[config.mk]
export PLATFORM = sky130hd
export DESIGN_NAME = runner_game_core
export DESIGN_NICKNAME = d
export VERILOG_FILES = /design/src/rtl/runner_game_core.sv
export SDC_FILE = /design/constraint.sdc
export NUM_CORES = 1
export LEC_CHECK = 0
export ABC_AREA = 1
export BUFFER_PORTS_ARGS = -buffer_cell sky130_fd_sc_hd__buf_2
export CORE_MARGIN = 2
export CORE_UTILIZATION = 65
export CTS_CLUSTER_SIZE = 12
export DETAILED_ROUTE_END_ITERATION = 6
export PLACE_DENSITY = 0.95
export SLEW_MARGIN = 5
export SYNTH_ARGS = -nofsm -noshare
export SYNTH_HDL_FRONTEND = slang
export SYNTH_SLANG_ARGS = --single-unit
[constraint.sdc]
create_clock -name clock -period 7.6 [get_ports clock]
set_input_delay 0.76 -clock clock [delete_from_list [all_inputs] [get_ports clock]]
set_output_delay 0.76 -clock clock [all_outputs]
set_load 0.005 [all_outputs]
[src/rtl/runner_game_core.sv]
// Game engine for the 160x120 runner: state machine, tick divider, jump physics,
// scrolling obstacle channels with LFSR spawning, collision, lives and score.
module runner_game_core #(
   parameter int unsigned TICK_DIV   = 833333,
   parameter int unsigned H_W        = 7,
   parameter int unsigned JUMP_V     = 6,
   parameter int unsigned GRAVITY    = 1,
   parameter int unsigned N_OBS      = 2,
   parameter int unsigned X_W        = 8,
   parameter int unsigned X_START    = 159,
   parameter int unsigned PLAYER_X   = 20,
   parameter int unsigned OBS_H      = 8,
   parameter int unsigned MIN_GAP    = 24,
   parameter int unsigned LIVES      = 3,
   parameter int unsigned DEAD_TICKS = 60,
   parameter int unsigned SCORE_W    = 16
) (
   input  logic                   clock,
   input  logic                   resetn,
   input  logic                   start,
   input  logic                   jump,
   output logic [2:0]             state,
   output logic                   tick,
   output logic [H_W-1:0]         player_y,
   output logic [N_OBS*X_W-1:0]   obs_x,
   output logic [N_OBS-1:0]       obs_active,
   output logic [3:0]             lives_left,
   output logic [SCORE_W-1:0]     score,
   output logic                   hit,
   output logic                   game_over
);

   localparam int unsigned DIV_W  = $clog2(TICK_DIV);
   localparam int unsigned GAP_W  = $clog2(MIN_GAP + 1) + 1;
   localparam int unsigned WAIT_W = $clog2(DEAD_TICKS + 1);
   localparam int unsigned CNT_W  = $clog2(N_OBS + 1);
   localparam int unsigned V_W    = H_W + 1;

   typedef enum logic [2:0] {
      StIdle     = 3'd0,
      StInit     = 3'd1,
      StRespawn  = 3'd2,
      StPlay     = 3'd3,
      StHit      = 3'd4,
      StDeadWait = 3'd5,
      StOver     = 3'd6
   } state_e;

   state_e                       state_q;
   logic [DIV_W-1:0]             div_q;
   logic [H_W-1:0]               y_q;
   logic signed [V_W-1:0]        vel_q;
   logic [N_OBS-1:0][X_W-1:0]    x_q;
   logic [N_OBS-1:0]             act_q;
   logic [3:0]                   lives_q;
   logic [SCORE_W-1:0]           score_q;
   logic                         hit_q;
   logic                         over_q;
   logic [15:0]                  lfsr_q;
   logic [GAP_W-1:0]             gap_q;
   logic                         pend_q;
   logic                         jump_prev_q;
   logic [WAIT_W-1:0]            wait_q;

   logic                         jump_edge;
   logic                         jump_now;
   logic signed [V_W-1:0]        vel_eff;
   logic signed [V_W-1:0]        vel_nxt;
   logic signed [H_W+1:0]        y_sum;
   logic [H_W-1:0]               y_nxt;
   logic [N_OBS-1:0][X_W-1:0]    x_nxt;
   logic [N_OBS-1:0]             act_nxt;
   logic [CNT_W-1:0]             cleared;
   logic                         spawn_ok;
   logic                         found;
   logic [GAP_W-1:0]             gap_nxt;
   logic [15:0]                  lfsr_nxt;
   logic                         collide;
   logic [3:0]                   lives_dec;

   assign tick       = (div_q == DIV_W'(TICK_DIV - 1));
   assign jump_edge  = jump & ~jump_prev_q;
   assign lives_dec  = (lives_q == 4'd0) ? 4'd0 : lives_q - 4'd1;

   assign state      = state_q;
   assign player_y   = y_q;
   assign obs_x      = x_q;
   assign obs_active = act_q;
   assign lives_left = lives_q;
   assign score      = score_q;
   assign hit        = hit_q;
   assign game_over  = over_q;

   // Free-running tick divider, active in every state.
   always_ff @(posedge clock or negedge resetn) begin
      if (!resetn) begin
         div_q <= '0;
      end else if (tick) begin
         div_q <= '0;
      end else begin
         div_q <= div_q + DIV_W'(1);
      end
   end

   // Previous jump level for edge detection.
   always_ff @(posedge clock or negedge resetn) begin
      if (!resetn) begin
         jump_prev_q <= 1'b0;
      end else begin
         jump_prev_q <= jump;
      end
   end

   // Next-tick values for physics, obstacles, spawner and collision in PLAY.
   always_comb begin
      jump_now = (y_q == '0) && pend_q;
      vel_eff  = jump_now ? $signed(V_W'(JUMP_V)) : vel_q;
      y_sum    = $signed({2'b00, y_q}) + $signed({vel_eff[V_W-1], vel_eff});
      y_nxt    = y_sum[H_W-1:0];
      vel_nxt  = vel_eff - $signed(V_W'(GRAVITY));
      if (y_sum[H_W+1] || (y_sum == '0)) begin
         y_nxt   = '0;
         vel_nxt = '0;
      end else if (y_sum[H_W]) begin
         y_nxt   = '1;
         vel_nxt = '0;
      end

      x_nxt   = x_q;
      act_nxt = act_q;
      cleared = '0;
      for (int i = 0; i < N_OBS; i++) begin
         if (act_q[i]) begin
            if (x_q[i] == '0) begin
               act_nxt[i] = 1'b0;
               cleared    = cleared + CNT_W'(1);
            end else begin
               x_nxt[i] = x_q[i] - X_W'(1);
            end
         end
      end

      // Only channels free before this tick may take a new obstacle.
      spawn_ok = (lfsr_q[3:0] == 4'd0) && (gap_q >= GAP_W'(MIN_GAP)) && !(&act_q);
      found    = 1'b0;
      for (int i = 0; i < N_OBS; i++) begin
         if (spawn_ok && !found && !act_q[i]) begin
            x_nxt[i]   = X_W'(X_START);
            act_nxt[i] = 1'b1;
            found      = 1'b1;
         end
      end
      if (found) begin
         gap_nxt = '0;
      end else if (gap_q == '1) begin
         gap_nxt = gap_q;
      end else begin
         gap_nxt = gap_q + GAP_W'(1);
      end

      lfsr_nxt = {lfsr_q[14:0], lfsr_q[15] ^ lfsr_q[13] ^ lfsr_q[12] ^ lfsr_q[10]};

      collide = 1'b0;
      for (int i = 0; i < N_OBS; i++) begin
         if (act_nxt[i] && (x_nxt[i] == X_W'(PLAYER_X)) && (32'(y_nxt) < OBS_H)) begin
            collide = 1'b1;
         end
      end
   end

   // Game state machine with its registered datapath and status outputs.
   always_ff @(posedge clock or negedge resetn) begin
      if (!resetn) begin
         state_q <= StIdle;
         y_q     <= '0;
         vel_q   <= '0;
         x_q     <= '0;
         act_q   <= '0;
         lives_q <= '0;
         score_q <= '0;
         hit_q   <= 1'b0;
         over_q  <= 1'b0;
         lfsr_q  <= 16'hACE1;
         gap_q   <= '0;
         pend_q  <= 1'b0;
         wait_q  <= '0;
      end else begin
         hit_q <= 1'b0;
         case (state_q)
            StIdle: begin
               if (start) state_q <= StInit;
            end
            StInit, StRespawn: begin
               if (state_q == StInit) begin
                  lives_q <= 4'(LIVES);
                  score_q <= '0;
               end
               y_q     <= '0;
               vel_q   <= '0;
               act_q   <= '0;
               gap_q   <= '0;
               pend_q  <= 1'b0;
               state_q <= StPlay;
            end
            StPlay: begin
               if (tick) begin
                  y_q     <= y_nxt;
                  vel_q   <= vel_nxt;
                  x_q     <= x_nxt;
                  act_q   <= act_nxt;
                  score_q <= score_q + SCORE_W'(cleared);
                  lfsr_q  <= lfsr_nxt;
                  gap_q   <= gap_nxt;
                  if (collide) begin
                     state_q <= StHit;
                     hit_q   <= 1'b1;
                  end
               end
               // A request stays pending until consumed by a ground-level tick.
               pend_q <= jump_edge | (pend_q & ~(tick & jump_now));
            end
            StHit: begin
               lives_q <= lives_dec;
               wait_q  <= '0;
               if (lives_dec == 4'd0) begin
                  state_q <= StOver;
                  over_q  <= 1'b1;
               end else begin
                  state_q <= StDeadWait;
               end
            end
            StDeadWait: begin
               if (tick) begin
                  if (wait_q == WAIT_W'(DEAD_TICKS - 1)) begin
                     state_q <= StRespawn;
                  end else begin
                     wait_q <= wait_q + WAIT_W'(1);
                  end
               end
            end
            StOver: begin
               if (start) begin
                  state_q <= StInit;
                  over_q  <= 1'b0;
               end
            end
            default: begin
               state_q <= StIdle;
            end
         endcase
      end
   end

endmodule

* Yosys cells after proc, flatten, opt, wreduce, memory -nomap -nowiden
Index checks and enable logic that the tools add are counted.
** Cells by class
- Magnitude comparators :: 2
- Mux-type cells :: 59
- Equality and inequality tests :: 21
- Bitwise gates (word level) :: 9
- Add/sub/neg operators :: 10
- Reductions and logical operators :: 38
** Operators with widths (count)
- 2-to-1 mux 8 bit :: 10
- 2-to-1 mux 16 bit :: 2
- one-hot mux 16 bit (2 select lines) :: 1
- 2-to-1 mux 6 bit :: 5
- one-hot mux 6 bit (2 select lines) :: 2
- 2-to-1 mux 7 bit :: 3
- adder 20 x 1 -> 20 bit, second input constant :: 1
- == test 20 bit, second input constant :: 1
- 2-to-1 mux 20 bit :: 1
- 2-to-1 mux 1 bit :: 17
- adder 16 x 2 -> 16 bit :: 1
- == test 8 x 5 -> 1 bit, second input constant :: 2
- zero test 8 bit :: 2
- inequality test 2 bit, second input constant :: 8
- one-hot mux 8 bit (2 select lines) :: 1
- subtractor 8 x 1 -> 8 bit, second input constant :: 2
- 2-to-1 mux 3 bit :: 5
- one-hot mux 3 bit (5 select lines) :: 1
- one-hot mux 7 bit (2 select lines) :: 1
- adder 6 x 1 -> 6 bit, second input constant :: 2
- == test 6 bit, second input constant :: 2
- zero test 4 bit :: 3
- AND reduction 3 bit :: 4
- logical AND 1 bit :: 10
- 29 further kinds :: 52
** Storage, ports and cells
- Output and inout bits :: 51
- Bits of input ports :: 4
- Logic and storage cells :: 155
- Flip-flop bits (word level) :: 108

* Logic depth before layout (Yosys ltp)
- Depth after elaboration :: 16
- Mapped depth :: 25
- Depth with buffers taken out :: 25

* Worst setup path before layout
Ideal clock, no wire load.
- Path type :: register to register
- Start :: register x_q, in the netlist obs_x[0]
- End :: register score_q[10] (netlist: score[10])
- Stages on the path, launching flop included :: 20
- Slack :: 4.823 ns
- Library setup time :: 0.131 ns
- Clock period less this slack :: 2.777 ns
- Required time :: 7.469 ns
- Buffers on the path :: 0
- Data arrival time :: 2.647 ns
- Cell sequence :: dfrtp_1 -> inv_1 -> ha_1 -> nand4_1 -> inv_1 -> nand2_1 -> nor3_1 -> ha_1 -> nor2_1 -> a21oi_1 -> ha_1 -> fa_1 -> inv_1 -> nor3_4 -> nand2_2 -> nor2_2 -> nand2_2 -> nor3_4 -> o21ai_0 -> a21oi_1
** Between the ends
- Word-level cells in the longest chain between the ends :: 9
** RTL lines
- start, declared :: RTL line 53 : logic [N_OBS-1:0][X_W-1:0] x_q;
- start signal, assigned :: RTL line 209 : x_q <= x_nxt;
- zero test 8 bit (*) :: RTL line 134 : if (x_q[i] == '0) begin
- 2-to-1 mux 1 bit (*) :: RTL line 134
- 2-to-1 mux 1 bit (*) :: RTL line 133 : if (act_q[i]) begin
- adder 2 x 1 -> 2 bit :: RTL line 136 : cleared = cleared + CNT_W'(1);
- 2-to-1 mux 2 bit :: RTL line 134
- 2-to-1 mux 2 bit (*) :: RTL line 133
- adder 16 x 2 -> 16 bit (*) :: RTL line 211 : score_q <= score_q + SCORE_W'(cleared);
- 2-to-1 mux 16 bit (*) :: RTL line 206 : if (tick) begin
- one-hot mux 16 bit (2 select lines) (*) :: RTL line 189 : case (state_q)
- end signal, assigned :: RTL line 211
- end, declared :: RTL line 56 : logic [SCORE_W-1:0] score_q;
Every way passes the cells marked *; elsewhere a longest branch is shown, timed or not. The select of a mux whose other input is x is not followed.
A chain may end at the register's enable or synchronous reset.

* Worst setup path in the final report
- Start :: register y_q[6] (netlist: player_y[6])
- End :: register state_q[0] (netlist: state[0])
** Between the ends
- Word-level cells in the longest chain between the ends :: 13
- Elaborated cells between the ends (all ways) :: 15
- Classes of those cells :: add/sub (1); order compare (1); eq/ne (1); mux (5); reduce/logical (7)
** RTL lines
- start, declared :: RTL line 51 : logic [H_W-1:0] y_q;
- start signal, assigned :: RTL line 207 : y_q <= y_nxt;
- zero test 7 bit :: RTL line 116 : jump_now = (y_q == '0) && pend_q;
- logical AND 1 bit :: RTL line 116
- 2-to-1 mux 8 bit :: RTL line 117 : vel_eff = jump_now ? $signed(V_W'(JUMP_V)) : vel_q;
- adder 8 x 8 -> 9 bit (*) :: RTL line 118 : y_sum = $signed({2'b00, y_q}) + $signed({vel_eff[V_W-1], vel_eff});
- zero test 9 bit :: RTL line 121 : if (y_sum[H_W+1] || (y_sum == '0)) begin
- logical OR 1 bit :: RTL line 121
- 2-to-1 mux 7 bit (*) :: RTL line 121
- less-than comparator 7 x 4 -> 1 bit (*) :: RTL line 165 : if (act_nxt[i] && (x_nxt[i] == X_W'(PLAYER_X)) && (32'(y_nxt) < OBS_H)) begin
- logical AND 1 bit :: RTL line 165
- 2-to-1 mux 1 bit :: RTL line 165
- 2-to-1 mux 1 bit (*) :: RTL line 165
- inequality test 2 bit (no line) (*)
- AND reduction 5 bit (no line) (*)
- end signal, assigned :: RTL line 174 : state_q <= StIdle;
- end signal, assigned :: RTL line 191 : if (start) state_q <= StInit;
- end signal, assigned :: RTL line 203 : state_q <= StPlay;
- end, declared :: RTL line 49 : state_e state_q;
Every way passes the cells marked *; elsewhere a longest branch is shown, timed or not.

==> flow_metrics.env <==
export IMPL_cpPeakStageDelay_ns=0.42
export IMPL_grt_max_degree=80
export IMPL_overflow=0
export IMPL_worst_ep_required_time_ns=7.88
export IMPL_cp_cell_sequence="inv_1 > nand2_1 > nor2_2 > nand2_4 > inv_2 > nor2_1 > inv_2 > ha_1 > a21o_1 > o21bai_1 > nand3_1 > nand2_1 > nand3_1 > nand2_1 > nand2_1 > nand2_1 > nor2_1 > nand2_2 > nand3_1 > nand4_1 > nand2_1 > a21oi_1"
export IMPL_crit_slowest_cell="dfrtp_1"
export IMPL_dr_pass1_iters=5
export IMPL_drt_iter0_drc=356
export IMPL_synth_compound_area_share=0.126
export IMPL_die_area_um2=10300
export IMPL_yosys_top_cells_area="dfrtp_1, nand2_1, inv_1, o21ai_0, nor2_1"
export IMPL_outcome="finished clean"
export IMPL_die_w_um=101
export IMPL_n_antenna_cell=0
export IMPL_cts_resized=0
export IMPL_port_buffers=54
export IMPL_stdcell_area_um2=6760
export IMPL_hold_path_class="in -> async"
export IMPL_maxSlewViolCount=0
export IMPL_post_cts_setup_buffers=0
export IMPL_area_growth_pct=9.63
export IMPL_multi_input_area_um2=2930
export IMPL_gp_congestion=0.928
export IMPL_hold_ws_ns=0.272
export IMPL_synth_top_area_frac=0.406
export IMPL_yosys_area_top_type="dfrtp_1"
export IMPL_grt_antenna_before_repair=0
export IMPL_top_usage_layer="met2"
export IMPL_ioPinCount=55
export IMPL_grt_pass1_vias=5280
export IMPL_row_count=35
export IMPL_synth_nets=826
export IMPL_grt_use_met2=0.460
export IMPL_dpl_worst_slack_ns=4.33
export IMPL_relSlewSlack=0.342
export IMPL_ir_drop_uv=124
export IMPL_clkTransAtPathRegs_ns=0.11
export IMPL_leakage_nw=3.39
export IMPL_synthArstFlopShare=1.00
export IMPL_grt_pass1_wl_um=23400
export IMPL_vias=5580
export IMPL_cts_root_buffer_cell="clkbuf_8"
export IMPL_start_util=0.668
export IMPL_synth_most_common_cell="nand2_1"
export IMPL_postCtsHoldBufs=0
export IMPL_drt_wl_total_um=13500
export IMPL_worstPathMaxFanout=9
export IMPL_period_share=0.442
export IMPL_syn_area_per_cell_um2=7.67
export IMPL_fin_nets=883
export IMPL_finalHoldViolCount=0
export IMPL_regArea_um2=2710
export IMPL_synth_ff_type="dfrtp_1"
export IMPL_synth_top_family_by_area="simple AND/OR/NAND/NOR gates"
export IMPL_max_freq_ghz=0.298
export IMPL_drc_errors=0
export IMPL_crit_path_start_kind="register"
export IMPL_ys_seq_area_frac=0.440
export IMPL_endpoint_kind="register"
export IMPL_grt_use_met1=0.383
export IMPL_fin_ws_ns=4.24
export IMPL_dieHeight_um=101
export IMPL_netlist_instances=804
export IMPL_cts_buffer_depth=2
export IMPL_route_antenna_remaining_nets=0
export IMPL_hpwl_um=9650
export IMPL_synth_edff_count=0
export IMPL_htreeDepth=3
export IMPL_power_density_nw_per_um2=137
export IMPL_path_common_cell="nand2_1"
export IMPL_synth_mux_area_frac=0
export IMPL_cts_tree="done"
export IMPL_setup_violations=0
export IMPL_wl_per_cell_um=13.6
export IMPL_clk_latency_ns=0.40
export IMPL_synthTopCellsByCount="nand2_1, inv_1, dfrtp_1"
export IMPL_arrival_ns=3.64
export IMPL_final_setup_tns_ns=0
export IMPL_synth_cell_types=44
export IMPL_max_cap_viol_count=0
export IMPL_ys_warn_count=0
export IMPL_rsz0062_at_grt="no"
export IMPL_synth_seq_cells=108
export IMPL_gr_usage_all_layers=0.283
export IMPL_tightestPinTransition_ns=0.987
export IMPL_synth_simple_gate_area_share=0.274
export IMPL_syn_area_um2=6170
export IMPL_fin_crit_ns=3.36
export IMPL_synth_fa_ha_area_frac=0.0389
export IMPL_clock_skew_ns=0.0135
export IMPL_drive_above_1_share=0.139
export IMPL_clock_sinks=108
export IMPL_numCtsBuffers=9
export IMPL_place_area_um2=6580
export IMPL_fill_cells=689
export IMPL_synth_xor_area_frac=0.0355
export IMPL_core_area_um2=9240
export IMPL_crit_type="reg -> reg"
export IMPL_via_per_inst=5.61
export IMPL_grt_use_met3=0.0587
metrics by stage:
step	total power [W]	utilization	instances
after global routing	0.000955	0.732	995
after CTS	0.000932	0.732	995
final	0.000925	0.732	995
after global placement	0.000599	0.712	979
after floorplan	0.000586	-	804
after detailed placement	0.000599	0.712	979
layout by cell type, fill, tap and decap left out, types with 9 or more instances in the layout:
master      n
o21ai_0    58
dfrtp_1   100
inv_2      15
clkbuf_8    9
nor3_1     27
buf_2      53
o22ai_1    15
nor2_1     71
ha_1       16
nand4_1    15
nand3_1    47
xor2_1     17
inv_1     111
nand2_1   180
a21oi_1    38
nand2_2     9
registers in the layout, summed over array words and instances (netlist names):
name         cells
obs_x           16
gap_q            6
lives_left       4
jump_prev_q      1
obs_active       2
player_y         7
lfsr_q          16
score           16
game_over        1
state            3
wait_q           6
div_q           20
vel_q            8
hit              1
pend_q           1
kinds of logic (layout without fill, tap and decap cells):
kind of cell               Yosys count  count (layout)
AOI/OAI and AO/OA                  138             138
xor gates and xnor gates            25              25
adders and majority gates           18              18
buffers and inverters              139             201
DFF                                108             108
and+or+nand+nor                    376             376
metal layers:
| metal | vias to the layer above | wire length, um |
|---|---|---|
| met5 | - | 0 |
| met4 | 0 | 206 |
| met3 | 27 | 889 |
| met2 | 205 | 6380 |
| met1 | 2607 | 6040 |
| li1 | 2741 | - |
critical path, delay by kind of cell (launching register included):
kind                       cells  cell delay (ns)
adders and majority gates      1             0.26
DFF                            1             0.42
AOI/OAI and AO/OA              3             0.41
and+or+nand+nor               15             1.84
buffers and inverters          3             0.31
worst paths after layout:
path | endpoint | slack [ns] | startpoint | cells past startpoint
max in group asynchronous | obs_x[2] | 6.02 | resetn | 2
setup / recovery | state[0] | 4.24 | player_y[6] | 22
min in group clock | lfsr_q[7] | 0.47 | lfsr_q[7] | 2
hold reg to reg | lfsr_q[7] | 0.47 | lfsr_q[7] | 2
hold / removal | score[9] | 0.27 | resetn | 1
setup reg to reg | state[0] | 4.24 | player_y[6] | 22
power by group:
group | leakage (nW) | switching [W] | internal, W
combinational | 1.87 | 0.0000112 | 0.00000110
sequential | 1.43 | 0.0000000713 | 0.000575
clock | 0.0840 | 0.000214 | 0.000124
total | 3.39 | 0.000225 | 0.000699
layout make-up:
class | count | share of cell area
multi-input combinational | 557 | 0.434
clock inverter | 7 | 0.00888
inverter | 129 | 0.0716
timing repair buffer | 56 | 0.0426
clock buffer | 9 | 0.0183
sequential | 108 | 0.401
tap | 129 | 0.0239
(Power assumes the default switching activity.)
